File: config.mk
export PLATFORM = sky130hd
export DESIGN_NAME = speed_ramp_ctrl
export DESIGN_NICKNAME = d
export VERILOG_FILES = /design/src/rtl/speed_pkg.sv /design/src/rtl/speed_sat_add.sv /design/src/rtl/speed_ramp_ctrl.sv
export SDC_FILE = /design/constraint.sdc
export NUM_CORES = 1
export LEC_CHECK = 0
export CAP_MARGIN = 0
export CORE_MARGIN = 4
export CORE_UTILIZATION = 53
export DETAILED_ROUTE_END_ITERATION = 12
export GPL_ROUTABILITY_DRIVEN = 1
export PLACE_DENSITY = 0.92
export SLEW_MARGIN = 20
export SYNTH_ARGS = -nofsm -noshare
export SYNTH_HDL_FRONTEND = slang
export SYNTH_SLANG_ARGS = --single-unit
export TNS_END_PERCENT = 10
File: constraint.sdc
create_clock -name i_clk -period 6.8 [get_ports i_clk]
set_clock_uncertainty 0.05 [all_clocks]
set_input_delay 1.02 -clock i_clk [delete_from_list [all_inputs] [get_ports i_clk]]
set_output_delay 1.02 -clock i_clk [all_outputs]
set_load 0.01 [all_outputs]
File: src/rtl/speed_pkg.sv
// Shared types and helpers for the meteor speed/difficulty controller.
package speed_pkg;

    typedef enum logic [1:0] {
        IDLE  = 2'd0,
        RUN   = 2'd1,
        PAUSE = 2'd2,
        MAXED = 2'd3
    } state_e;

    // Exactly one select high picks its base; any other combination falls back to the default.
    function automatic int unsigned mode_base(
        input logic        slow_i,
        input logic        normal_i,
        input logic        fast_i,
        input int unsigned b_slow,
        input int unsigned b_normal,
        input int unsigned b_fast,
        input int unsigned b_default
    );
        case ({slow_i, normal_i, fast_i})
            3'b100:  return b_slow;
            3'b010:  return b_normal;
            3'b001:  return b_fast;
            default: return b_default;
        endcase
    endfunction

endpackage

File: src/rtl/speed_sat_add.sv
// Per-channel speed: base + level*STEP + OFFSET, clamped to MAX_SPEED (combinational).
module speed_sat_add #(
    parameter int unsigned WIDTH     = 8,
    parameter int unsigned LVL_W     = 5,
    parameter int unsigned STEP      = 1,
    parameter int unsigned OFFSET    = 0,
    parameter int unsigned MAX_SPEED = 200
) (
    input  logic [WIDTH-1:0] base_i,
    input  logic [LVL_W-1:0] level_i,
    output logic [WIDTH-1:0] sum_o
);

    // Wide enough that the unclamped sum can never wrap.
    localparam int unsigned SW = WIDTH + LVL_W + 8;

    logic [SW-1:0] sum_full;

    assign sum_full = SW'(base_i) + SW'(level_i) * SW'(STEP) + SW'(OFFSET);
    assign sum_o    = (sum_full > SW'(MAX_SPEED)) ? WIDTH'(MAX_SPEED) : sum_full[WIDTH-1:0];

endmodule

File: src/rtl/speed_ramp_ctrl.sv
// Meteor game difficulty controller: mode-selected base speed ramped one level every
// FRAMES_PER_LVL frames, fanned out to N_CH saturating lane speeds.
module speed_ramp_ctrl
    import speed_pkg::*;
#(
    parameter int unsigned WIDTH          = 8,
    parameter int unsigned N_CH           = 4,
    parameter int unsigned LVL_W          = 5,
    parameter int unsigned FRAMES_PER_LVL = 120,
    parameter int unsigned STEP           = 1,
    parameter int unsigned CH_SPREAD      = 1,
    parameter int unsigned MAX_SPEED      = 200,
    parameter int unsigned BASE_SLOW      = 1,
    parameter int unsigned BASE_NORMAL    = 3,
    parameter int unsigned BASE_FAST      = 7,
    parameter int unsigned BASE_DEFAULT   = 20
) (
    input  logic                    i_clk,
    input  logic                    reset,
    input  logic                    slow,
    input  logic                    normal,
    input  logic                    fast,
    input  logic                    start,
    input  logic                    pause,
    input  logic                    restart,
    input  logic                    frame,
    output logic [N_CH*WIDTH-1:0]   speed,
    output logic [LVL_W-1:0]        level,
    output logic                    level_up,
    output logic                    at_max,
    output logic [1:0]              state
);

    localparam int unsigned           FC_W    = (FRAMES_PER_LVL > 1) ? $clog2(FRAMES_PER_LVL) : 1;
    localparam logic [FC_W-1:0]       FC_LAST = FC_W'(FRAMES_PER_LVL - 1);
    localparam logic [LVL_W-1:0]      LVL_TOP = '1;
    localparam logic [WIDTH-1:0]      MAX_W   = WIDTH'(MAX_SPEED);

    state_e                  state_q, state_d;
    logic [WIDTH-1:0]        base_q, base_d;
    logic [WIDTH-1:0]        base_live, base_sel;
    logic [LVL_W-1:0]        level_q, level_d, level_sel;
    logic [FC_W-1:0]         fcnt_q, fcnt_d;
    logic                    level_up_q, level_up_d;
    logic                    at_max_q;
    logic [N_CH*WIDTH-1:0]   speed_q, speed_d;

    assign base_live = WIDTH'(mode_base(slow, normal, fast,
                                        BASE_SLOW, BASE_NORMAL, BASE_FAST, BASE_DEFAULT));

    // IDLE previews the live mode at level 0; every other state uses the latched base.
    always_comb begin
        base_sel  = base_q;
        level_sel = level_q;
        if (state_q == IDLE) begin
            base_sel  = base_live;
            level_sel = '0;
        end
    end

    for (genvar k = 0; k < N_CH; k++) begin : g_ch
        speed_sat_add #(
            .WIDTH     (WIDTH),
            .LVL_W     (LVL_W),
            .STEP      (STEP),
            .OFFSET    (k * CH_SPREAD),
            .MAX_SPEED (MAX_SPEED)
        ) u_sat (
            .base_i  (base_sel),
            .level_i (level_sel),
            .sum_o   (speed_d[k*WIDTH +: WIDTH])
        );
    end

    always_comb begin
        state_d    = state_q;
        base_d     = base_q;
        level_d    = level_q;
        fcnt_d     = fcnt_q;
        level_up_d = 1'b0;
        if (restart) begin
            state_d = IDLE;
            level_d = '0;
            fcnt_d  = '0;
        end else begin
            case (state_q)
                IDLE: begin
                    if (start) begin
                        state_d = RUN;
                        base_d  = base_live;
                    end
                end
                RUN: begin
                    if (pause) begin
                        state_d = PAUSE;
                    end else if (speed_q[WIDTH-1:0] == MAX_W) begin
                        state_d = MAXED;
                    end else if (frame) begin
                        if (fcnt_q == FC_LAST) begin
                            fcnt_d = '0;
                            if (level_q != LVL_TOP) begin
                                level_d    = level_q + LVL_W'(1);
                                level_up_d = 1'b1;
                            end
                        end else begin
                            fcnt_d = fcnt_q + FC_W'(1);
                        end
                    end
                end
                PAUSE: begin
                    if (!pause) state_d = RUN;
                end
                default: ;
            endcase
        end
    end

    always_ff @(posedge i_clk) begin
        if (reset) begin
            state_q    <= IDLE;
            base_q     <= '0;
            level_q    <= '0;
            fcnt_q     <= '0;
            level_up_q <= 1'b0;
            at_max_q   <= 1'b0;
            speed_q    <= '0;
        end else begin
            state_q    <= state_d;
            base_q     <= base_d;
            level_q    <= level_d;
            fcnt_q     <= fcnt_d;
            level_up_q <= level_up_d;
            at_max_q   <= (state_d == MAXED);
            speed_q    <= speed_d;
        end
    end

    assign speed    = speed_q;
    assign level    = level_q;
    assign level_up = level_up_q;
    assign at_max   = at_max_q;
    assign state    = state_q;

endmodule

Word-level counts from Yosys, hierarchy flattened
Index checks and enable logic that the tools add are counted.

cells by class
  add/subtract/negate cells = 6
  multiply operators = 0
  divide/modulo/power cells = 0
  order comparisons = 4
  equality and inequality tests = 9
  shift operators = 0
  multiplexer cells = 15
  bitwise gates (word level) = 6
  reduce and logical (&&, ||, !) cells = 10

operators by type and width
  operator                                                         number
  greater-than comparator 21 x 8 -> 1 bit (second input constant)  4
  two-way mux 8 bit                                                5
  adder 21 x 1 -> 21 bit (second input constant)                   1
  adder 21 x 2 -> 21 bit (second input constant)                   1
  case mux 5 bit (3 select lines)                                  1
  adder 9 x 2 -> 10 bit (second input constant)                    1
  two-way mux 2 bit                                                5
  OR reduction 2 bit                                               5
  adder 8 x 5 -> 9 bit                                             1
  == test 8 bit (second input constant)                            1
  adder 7 x 1 -> 7 bit (second input constant)                     1
  == test 7 bit (second input constant)                            1
  two-way mux 7 bit                                                1
  OR reduction 7 bit                                               1
  inverter 1 bit                                                   6
  case mux 2 bit (3 select lines)                                  1
  AND reduction 6 bit                                              1
  adder 5 x 1 -> 5 bit (second input constant)                     1
  two-way mux 5 bit                                                1
  != test 5 bit (second input constant)                            1
  == test 2 bit (second input constant)                            2
  AND reduction 4 bit                                              1
  == test 3 x 1 -> 1 bit (second input constant)                   1
  == test 3 x 2 -> 1 bit (second input constant)                   1
  other kinds (5)                                                  5

storage, ports and cells
  flip-flop bits (word level) = 56
  bits in latches = 0
  RAM bits = 0
  ROM bits = 0
  input bits = 9
  word-level logic and storage cells = 61
  memories kept = 0

Depth between registers and ports, before layout
Gate-level depths: netlist of the first run.

  word-level depth = 7
  depth in mapped cells = 12
  depth with buffers taken out = 12

Hierarchy
A second synthesis of the first run with hierarchy kept.

second synthesis, totals
  cell total of the unflattened synthesis = 406
  area total of the unflattened synthesis = 3567.2 µm²

by module, submodules not included
  module                         instances  cells each  area each (µm²)
  speed_ramp_ctrl                1          196         1965.6
  speed_sat_add (g_ch[2].u_sat)  1          53          417.9
  speed_sat_add (g_ch[1].u_sat)  1          56          412.9
  speed_sat_add (g_ch[3].u_sat)  1          52          412.9
  speed_sat_add (g_ch[0].u_sat)  1          49          357.8

Worst setup path before layout of the first run
OpenSTA, ideal clock, no wires.

  kind = input to register
  start = in fast
  end = reg speed_q[29] (netlist: speed[29])
  library setup time = 0.121 ns
  arrival = 3.351 ns
  data required time = 6.629 ns
  slack = 3.278 ns
  stages = 12
  buffers on the path = 0
  cells stage by stage = xor2_1 > o21ai_0 > nand2_1 > o21a_1 > ha_1 > fa_1 > xnor2_1 > inv_1 > ha_1 > a21oi_1 > a21oi_1 > mux2i_1

between the ends
  word-level cells in the longest chain between the ends = 7

RTL lines
  item                                            line                    text
  start, declared                                 speed_ramp_ctrl.sv:22   input logic fast,
  == test 3 x 1 -> 1 bit (tied with other cells)  speed_pkg.sv:21         case ({slow_i, normal_i, fast_i})
  case mux 5 bit (3 select lines) (*)             speed_pkg.sv:21
  two-way mux 8 bit (*)                           speed_ramp_ctrl.sv:55   if (state_q == IDLE) begin
  adder 8 x 5 -> 9 bit (*)                        n/a
  named net g_ch[0].u_sat.sum_full[2]             speed_sat_add.sv:17     logic [SW-1:0] sum_full;
  adder 9 x 2 -> 10 bit (*)                       speed_sat_add.sv:19     assign sum_full = SW'(base_i) + SW'(level_i) * SW'(STEP) + SW'(OFFSET);
  greater-than comparator 21 x 8 -> 1 bit         speed_sat_add.sv:20     assign sum_o = (sum_full > SW'(MAX_SPEED)) ? WIDTH'(MAX_SPEED) : sum_full[WIDTH-1:0];
  OR reduction 2 bit (no source line)             n/a
  end signal, assigned                            speed_ramp_ctrl.sv:134  speed_q <= speed_d;
  end, declared                                   speed_ramp_ctrl.sv:46   logic [N_CH*WIDTH-1:0] speed_q, speed_d;

Mark *: on every way through the listed nets, which the timed path passes. The rest lies on a longest branch.
A chain may end at the register's enable or synchronous reset.

Worst setup path after layout of the first run
  start = in fast
  end = reg speed_q[27] (netlist: speed[27])

between the ends
  word-level cells in the longest chain between the ends = 7

RTL lines
  item                                            line
  == test 3 x 1 -> 1 bit (tied with other cells)  speed_pkg.sv:21
  case mux 5 bit (3 select lines) (*)             speed_pkg.sv:21
  two-way mux 8 bit (*)                           speed_ramp_ctrl.sv:55
  adder 8 x 5 -> 9 bit (*)                        n/a
  named net g_ch[0].u_sat.sum_full[2]             speed_sat_add.sv:17
  adder 9 x 2 -> 10 bit (*)                       speed_sat_add.sv:19
  greater-than comparator 21 x 8 -> 1 bit         speed_sat_add.sv:20
  two-way mux 8 bit (*)                           speed_sat_add.sv:20

Marked as above.

==> impl_metrics.yaml, run 1 <==
run_status:
  outcome: "finished clean"
cells_and_area:
  diodes: 0
  nets: 280
  drive_gt1_frac: 0.108
  syn_to_final_growth_pct: 25.9
routing:
  ant_nets: 0
  via_per_inst: 5.12
  post_drt_wl_per_cell_um: 13.4
  wirelength_um: 4130
  drt_iter0_drc: 100
  drc: 0
  firstDrtPassIters: 4
  vias: 1576
clocking:
  cts_setup_buffers: 0
  cts_hold_buf: 0
  cts_tree: "yes"
  cts_made_buffers: 5
  htreeDepth: 2
  cts_buffer_depth: 2
  insertion_delay_ns: 0.29
  clock_sinks: 45
  root_buffer: "clkbuf_8"
  cts-resized-gates: 0
  clk_pin_slew_ns: 0.08
power:
  power.density_nw_per_um2: 224
  vdd.ir_drop.worst_v: 0.000139
  comb_power_share: 0.140
  p_leak_nw: 1.03
  p_sw_frac: 0.223
  p_seq_frac: 0.470
  switchingPower_w: 0.000133
  pwr-share-clk: 0.389
  total_power_w: 0.000596
  p_int_w: 0.000463
synth:
  synthFlopType: "dfxtp_1"
  yosysUniqueCellTypes: 46
  syn_inst: 217
  yosys.area.top_type: "dfxtp_1"
  avgSynthCellArea_um2: 9.73
  synthArstFlopShare: 0
  synthTopCellsByArea: "dfxtp_1, ha_1, nor2_1, xnor2_1, mux2i_1"
  ys_seq_elements: 45
  synth.cell_area_um2: 2110
  synth_edf_count: 0
  yosys_warnings: 0
  yosysSeqAreaShare: 0.427
  netlist.area_leader.share: 0.427
die:
  core_um2: 3740
  dieArea_um2: 5060
  start_util: 0.564
  num_rows: 22
  dieHeight_um: 71.1
  boundaryPins: 50
  die_w_um: 71.1
timing:
  slew_violations: 0
  fin_setup_tns_ns: 0
  rsz0062_at_grt: "false"
  slew_headroom: 0.436
  setup_violations: 0
  tightestPinTransition_ns: 0.843
  hold_violations: 0
  worst_slack_ns: 2.56
  min_period_ns: 4.24
  period_share: 0.623
  fmax_ghz: 0.236
setup_path:
  cp-start-kind: "input port"
  crit_path_max_fanout: 6
  endpoint_kind: "register"
  critPathRequiredTime_ns: 6.90
  arrival_ns: 4.34
  critPathKind: "input port to register"
global_routing:
  grt_use_total: 0.171
  grt_pass1_wl_um: 6800
  use_met3: 0.0469
  globalRouteMet1Util: 0.188
  grt_max_degree: 25
  use_met2: 0.310
  antenna_found_initial: 0
  overflow: 0
  busiest_layer: "met2"
  grt_pass1_vias: 1517
placed_design:
  hpwl_um: 3100
  place_ws_ns: 2.36
  finalWeightedCongestion: 0.896
  portBuffers: 44
hold_path:
  hold_class: "register to register"
flow_run:
  drv_cap: 0
==> registers in the layout, summed over array words and instances (netlist names) <==
register	cells
state	2
at_max	1
base_q	4
fcnt_q	7
speed	25
level	5
level_up	1
==> layout by cell type (no fill, tap or decap), types with 6 or more instances in the layout <==
| cell type | instances |
|---|---|
| mux2i_1 | 8 |
| nand3_1 | 6 |
| dfxtp_1 | 45 |
| clkdlybuf4s50_1 | 44 |
| nor2_1 | 34 |
| xnor2_1 | 12 |
| xor2_1 | 6 |
| nor3_1 | 6 |
| nand2_1 | 11 |
| inv_1 | 8 |
| a21oi_1 | 9 |
| ha_1 | 11 |
| nor2b_1 | 6 |
==> per-layer routing <==
metal	up-vias	part of all wire	wire, um
met3	10	0.048	198
met1	726	0.42	1740
met2	41	0.51	2100
met4	0	0.023	93
met5	-	0	0
li1	799	-	-
==> worst max-delay path: stages <==
cell             delay [ns]
clkdlybuf4s50_1        0.47
xor2_1                 0.18
o21ai_0                0.39
nand2_1                0.17
o21a_1                 0.16
ha_1                   0.21
fa_1                   0.40
xnor2_1                0.47
inv_1                  0.18
ha_1                   0.27
a21oi_1                0.21
xnor2_1                0.14
nor2_1                 0.05
==> synth_stat cells, types with 2 or more instances <==
| cell | number |
|---|---|
| dfxtp_1 | 45 |
| nor2_1 | 34 |
| xnor2_1 | 12 |
| ha_1 | 11 |
| nand2_1 | 11 |
| a21oi_1 | 9 |
| buf_4 | 8 |
| inv_1 | 8 |
| mux2i_1 | 8 |
| nand3_1 | 6 |
| nor2b_1 | 6 |
| nor3_1 | 6 |
| xor2_1 | 6 |
| o21ai_0 | 5 |
| mux2_2 | 4 |
| buf_6 | 3 |
| or2_2 | 3 |
| a211oi_1 | 2 |
| clkbuf_1 | 2 |
| nand2b_1 | 2 |
==> stage by stage <==
stage / hold WS, ns / instance area (um^2) / utilization / cells
finish: 0.456 / 2660 / 0.711 / 308
global route: 0.475 / 2660 / 0.711 / 308
CTS: 0.450 / 2660 / 0.711 / 308
detailed placement: 0.434 / 2530 / 0.675 / 300
global placement: 0.414 / 2530 / 0.675 / 300
floorplan: 0.403 / 2130 / - / 221
==> power groups by stage <==
| stage | registers (W) | clock network [W] | logic [W] |
|---|---|---|---|
| after global placement | 0.000286 | 0 | 0.0000797 |
| after CTS | 0.000281 | 0.000235 | 0.0000839 |
| after global routing | 0.000282 | 0.000245 | 0.0000908 |
| after floorplan | 0.000290 | 0 | 0.0000455 |
| after detailed placement | 0.000287 | 0 | 0.0000823 |
| final | 0.000280 | 0.000232 | 0.0000835 |
==> layout make-up <==
cell class,instances,area (um^2)
fill,293,1080
inverter,8,30.0
sequential,45,901
timing repair buffer,44,440
multi-input combinational,155,1090
clock buffer,5,68.8
clock inverter,3,65.1
tap,48,60.1
==> final timing paths <==
path	from	to	slack, ns	depth (start not counted)
setup reg to reg	state[0]	speed[27]	3.32	11
hold / removal	fcnt_q[1]	fcnt_q[1]	0.46	2
hold reg to reg	fcnt_q[1]	fcnt_q[1]	0.46	2
setup / recovery	fast	speed[27]	2.56	13
==> cells by family (layout without fill, tap and decap cells) <==
group           after synthesis  after routing  synth area share
fa+ha+maj                    12             12            0.0746
flops                        45             45             0.427
xor+xnor                     18             18            0.0746
mux                          13             13            0.0663
simple gates                 82             82             0.209
compound gates               25             25            0.0853
buf+inv                      21             60            0.0622
other cells                   1              5           0.00178
Power figures use the tool's default switching activity.
==> inputs of run 2 (changes only) <==
- CORE_UTILIZATION: 53 -> 44
- PLACE_DENSITY: 0.92 -> 0.83
- clock period: 6.8 -> 3.5 ns (I/O delays scaled with it)
==> run 2 against run 1 <==
Effect of this change: sequential power increased by 94%; via count decreased by 0.76%; die area increased by 18%; critical path type unchanged; largest cell class unchanged; highest routed layer unchanged.
==> impl_metrics.yaml, run 2 (synthesized netlist as in run 1, its figures left out) <==
clocking:
  cts_setup_buffers: 0
  clock_sinks: 45
  insertion_delay_ns: 0.29
  cts_tree: "yes"
  cts-resized-gates: 0
  root_buffer: "clkbuf_8"
  clk_pin_slew_ns: 0.08
  htreeDepth: 2
  cts_made_buffers: 5
  cts_buffer_depth: 2
  cts_hold_buf: 0
setup_path:
  r2r_start: "state[0]"
  r2r-end: "speed[28]"
  cp_common_cell: "ha_1"
  max_stage_delay_ns: 0.50
  critPathKind: "input port to register"
  path_cells: "clkdlybuf4s50_1 -> xor2_1 -> o21ai_0 -> nand2_1 -> o21a_1 -> ha_1 -> fa_1 -> inv_1 -> ha_1 -> nor3_1 -> mux2_2"
  critPathRequiredTime_ns: 3.64
  r2r_setup_slack_ns: 0.59
  cp-start-kind: "input port"
  crit_path_max_fanout: 5
  arrival_ns: 3.27
  endpoint_kind: "register"
  cp_slowest_cell: "fa_1"
  rr_worst_depth: 9
placed_design:
  finalWeightedCongestion: 0.831
  portBuffers: 44
  placedCellCount: 308
  hpwl_um: 3010
  placed_area_um2: 2560
  place_ws_ns: 0.0404
hold_path:
  worstHoldStart: "fcnt_q[1]"
  hold_class: "register to register"
  holdPathStages: 2
  holdPathEnd: "fcnt_q[1]"
die:
  dieHeight_um: 77.3
  num_rows: 24
  start_util: 0.469
  die_w_um: 77.3
  boundaryPins: 50
  dieArea_um2: 5970
  core_um2: 4500
cells_and_area:
  syn_to_final_growth_pct: 26.5
  diodes: 0
  nets: 284
  final_cell_mix: "dfxtp_1, clkdlybuf4s50_1, nor2_1"
  num-fill-cells: 395
  drive_gt1_frac: 0.117
  largest_reg_flops: 25
  layout_commonest_cell: "dfxtp_1"
  final_area_um2: 2670
  finalNonFillerCells: 316
global_routing:
  overflow: 0
  grt_use_total: 0.136
  antenna_found_initial: 0
  grt_pass1_vias: 1439
  grt_max_degree: 25
  grt_pass1_wl_um: 6510
timing:
  slew_headroom: 0.419
  fin_setup_tns_ns: 0
  hold_violations: 0
  tightestPinTransition_ns: 0.868
  rsz0062_at_grt: "false"
  fmax_ghz: 0.319
  setup_violations: 0
  period_share: 0.895
  min_period_ns: 3.13
  slew_violations: 0
  worst_slack_ns: 0.369
routing:
  firstDrtPassIters: 4
  post_drt_wl_per_cell_um: 12.3
  drc: 0
  drt_iter0_drc: 50
  ant_nets: 0
  via_per_inst: 4.95
  wirelength_um: 3890
  vias: 1564
power:
  vdd.ir_drop.worst_v: 0.000271
  power.density_nw_per_um2: 408
  total_power_w: 0.00109
  p_leak_nw: 1.03
flow_run:
  drv_cap: 0
run_status:
  outcome: "finished clean"
run 2: through the flow:
stage	util	hold WS, ns
after detailed placement	0.569	0.428
final	0.593	0.440
after CTS	0.593	0.440
after floorplan	-	0.403
after global routing	0.593	0.467
after global placement	0.569	0.414
run 2: metal layers:
metal,vias up,share of wire,track usage
li1,801,-,-
met1,716,0.45,0.157
met2,40,0.49,0.234
met3,7,0.053,0.0398
met4,0,0.015,0.0569
met5,-,0,0
run 2: worst max-delay path by stage:
stage          start         to  cells after the start
6_report        fast  speed[28]                     11
5_1_grt         fast  speed[22]                     12
4_1_cts         fast  speed[28]                     11
3_5_place_dp    fast  speed[28]                     11
3_3_place_gp    fast  speed[28]                     11
2_1_floorplan   fast  speed[29]                     12
run 2: worst max-delay path, delay by kind of cell:
family,cells,cell delay (ns)
buf+inv,2,0.58
xor+xnor,1,0.19
mux,1,0.35
simple gates,2,0.35
compound gates,2,0.34
fa+ha+maj,3,0.95
run 2: cell type report:
cell class	instances	area [um^2]	share of cell area
Tap cell	52	65.1	0.0243
Clock buffer	6	72.6	0.0272
Clock inverter	2	38.8	0.0145
Multi-Input combinational cell	155	1090	0.410
Timing Repair Buffer	48	470	0.176
Sequential cell	45	901	0.337
Inverter	8	30.0	0.0112
run 2: where the power goes:
part	switching (W)	internal (W)	leakage [nW]
combinational	0.0000789	0.0000857	0.609
sequential	0.00000939	0.000535	0.367
clock	0.000169	0.000214	0.0554
total	0.000257	0.000834	1.03
==> inputs of run 3 (changes only) <==
- CORE_UTILIZATION: 44 -> 49
- PLACE_DENSITY: 0.83 -> 0.87
- clock period: 3.5 -> 2.9 ns (I/O delays scaled with it)
==> run 3 against run 2 <==
Effect of this change: core utilization rose by 11 points; via count up 4.5%; first-iteration DRC count rose by 26%; largest cell class unchanged; flip-flop and latch count stayed put; combinational power up 42%; final area rose by 6.9%; worst setup slack got worse by 0.014 ns; sequential power rose by 20%; critical path depth is the same; clock power up 4%.
==> impl_metrics.yaml, run 3 (synthesized netlist as in run 1, its figures left out) <==
run_status:
  outcome: "finished clean"
setup_path:
  endpoint_kind: "register"
  critPathBufInv: 2
  critPathKind: "input port to register"
  endpoint: "speed[28]"
  r2r-end: "speed[20]"
  path_cells: "dlymetal6s2s_1 -> xor2_2 -> o21ai_2 -> nand2_1 -> o21a_1 -> ha_1 -> fa_2 -> inv_1 -> ha_1 -> nor3_2 -> mux2_2"
  critPathRequiredTime_ns: 3.04
  max_stage_delay_ns: 0.53
  crit_path_max_fanout: 3
  cp_common_cell: "ha_1"
  arrival_ns: 2.69
  rr_worst_depth: 9
  cp-start-kind: "input port"
  r2r_setup_slack_ns: 0.37
  cp_slowest_cell: "fa_2"
  r2r_start: "state[1]"
  crit_cells: 11
  crit_start: "fast"
  critPathTopFamily: "adder cells"
global_routing:
  grt_use_total: 0.161
  antenna_found_initial: 0
  overflow: 0
  grt_max_degree: 25
  grt_pass1_wl_um: 6790
  grt_pass1_vias: 1586
cells_and_area:
  nets: 304
  layout_commonest_cell: "dfxtp_1"
  diodes: 0
  drive_gt1_frac: 0.218
  final_cell_mix: "dfxtp_1, clkdlybuf4s50_1, nor2_1"
  largest_reg_flops: 25
  num-fill-cells: 315
  syn_to_final_growth_pct: 35.3
  finalNonFillerCells: 334
timing:
  rsz0062_at_grt: "false"
  min_period_ns: 2.55
  worst_slack_ns: 0.354
  slew_headroom: 0.555
  fin_setup_tns_ns: 0
  tightestPinTransition_ns: 0.666
  fmax_ghz: 0.393
  setup_violations: 0
  slew_violations: 0
  period_share: 0.878
  hold_ws_ns: 0.439
  hold_violations: 0
routing:
  post_drt_wl_per_cell_um: 12.1
  ant_nets: 0
  wirelength_um: 4050
  drt_iter0_drc: 63
  drc: 0
  via_per_inst: 4.89
  firstDrtPassIters: 4
  vias: 1634
die:
  boundaryPins: 50
  core_um2: 4090
  dieArea_um2: 5420
  start_util: 0.517
  dieHeight_um: 73.7
  die_w_um: 73.7
  num_rows: 23
power:
  comb_power_share: 0.182
  p_leak_nw: 1.16
  vdd.ir_drop.worst_v: 0.000283
  p_seq_frac: 0.508
  pwr-share-clk: 0.310
  switchingPower_w: 0.000323
  p_sw_frac: 0.251
  power.density_nw_per_um2: 451
  p_int_w: 0.000964
clocking:
  insertion_delay_ns: 0.30
  clock_sinks: 45
  root_buffer: "clkbuf_8"
  cts_made_buffers: 5
  cts_tree: "yes"
  htreeDepth: 2
  cts_buffer_depth: 2
  clk_pin_slew_ns: 0.08
placed_design:
  placedCellCount: 325
  hpwl_um: 3070
  finalWeightedCongestion: 0.794
  place_ws_ns: -0.425
  portBuffers: 44
hold_path:
  hold_class: "register to register"
flow_run:
  drv_cap: 0
==> run 3: cell types whose count changed in the layout (fill, tap and decap cells not counted), sizes merged <==
cell,previous run,this run
bufinv,1,0
dlymetal6s2s,0,3
buf,4,24
clkdlybuf4s50,44,41
clkinv,1,2
==> run 3: tightest hold or removal path, stage by stage, from the launching register on <==
cell     delay [ns]
dfxtp_1        0.33
nand2_1        0.06
a21oi_1        0.05
==> run 3: metrics by stage <==
step                area [um^2]  total power, W   util
global route               2860         0.00135  0.699
global placement           2710        0.000889  0.663
finish                     2860         0.00129  0.699
floorplan                  2130        0.000789      -
CTS                        2810         0.00130  0.689
detailed placement         2710        0.000894  0.663
==> run 3: power by group through the flow <==
stage                     sequential, W  combinational, W  clock [W]
after global placement         0.000668          0.000221          0
after global routing           0.000656          0.000258   0.000439
final                          0.000654          0.000234   0.000400
after detailed placement       0.000669          0.000225          0
after floorplan                0.000681          0.000108          0
after CTS                      0.000654          0.000230   0.000413
==> run 3: what timing repair did <==
item | CTS | global route
pin swaps | 0 | 2
endpoints found under the hold margin | 0 | 0
resized for setup | 3 | 11
hold buffers | 0 | 0
endpoints found under the setup margin | 11 | 13
setup buffers | 0 | 1
==> run 3: final cells by class <==
class | instances | area (um^2) | share of cell area
Clock buffer | 6 | 82.6 | 0.0289
Clock inverter | 2 | 13.8 | 0.00482
Inverter | 8 | 30.0 | 0.0105
Multi-Input combinational cell | 155 | 1140 | 0.399
Sequential cell | 45 | 901 | 0.315
Tap cell | 50 | 62.6 | 0.0219
Timing Repair Buffer | 68 | 628 | 0.220
==> run 3: worst min-delay path by stage <==
stage	start	to	slack (ns)	cells past startpoint
final	fcnt_q[1]	fcnt_q[1]	0.44	2
after global routing	fcnt_q[1]	fcnt_q[1]	0.48	2
after CTS	fcnt_q[1]	fcnt_q[1]	0.44	2
after detailed placement	fcnt_q[1]	fcnt_q[1]	0.43	2
after global placement	fcnt_q[1]	fcnt_q[1]	0.41	2
after floorplan	base_q[4]	base_q[4]	0.40	2
==> run 3: metal layers <==
metal / vias up / GRT usage / wire, um
met4: 0 / 0.0563 / 55
met5: - / 0 / 0
met3: 7 / 0.0506 / 230
met2: 39 / 0.289 / 2030
met1: 750 / 0.177 / 1740
li1: 838 / - / -
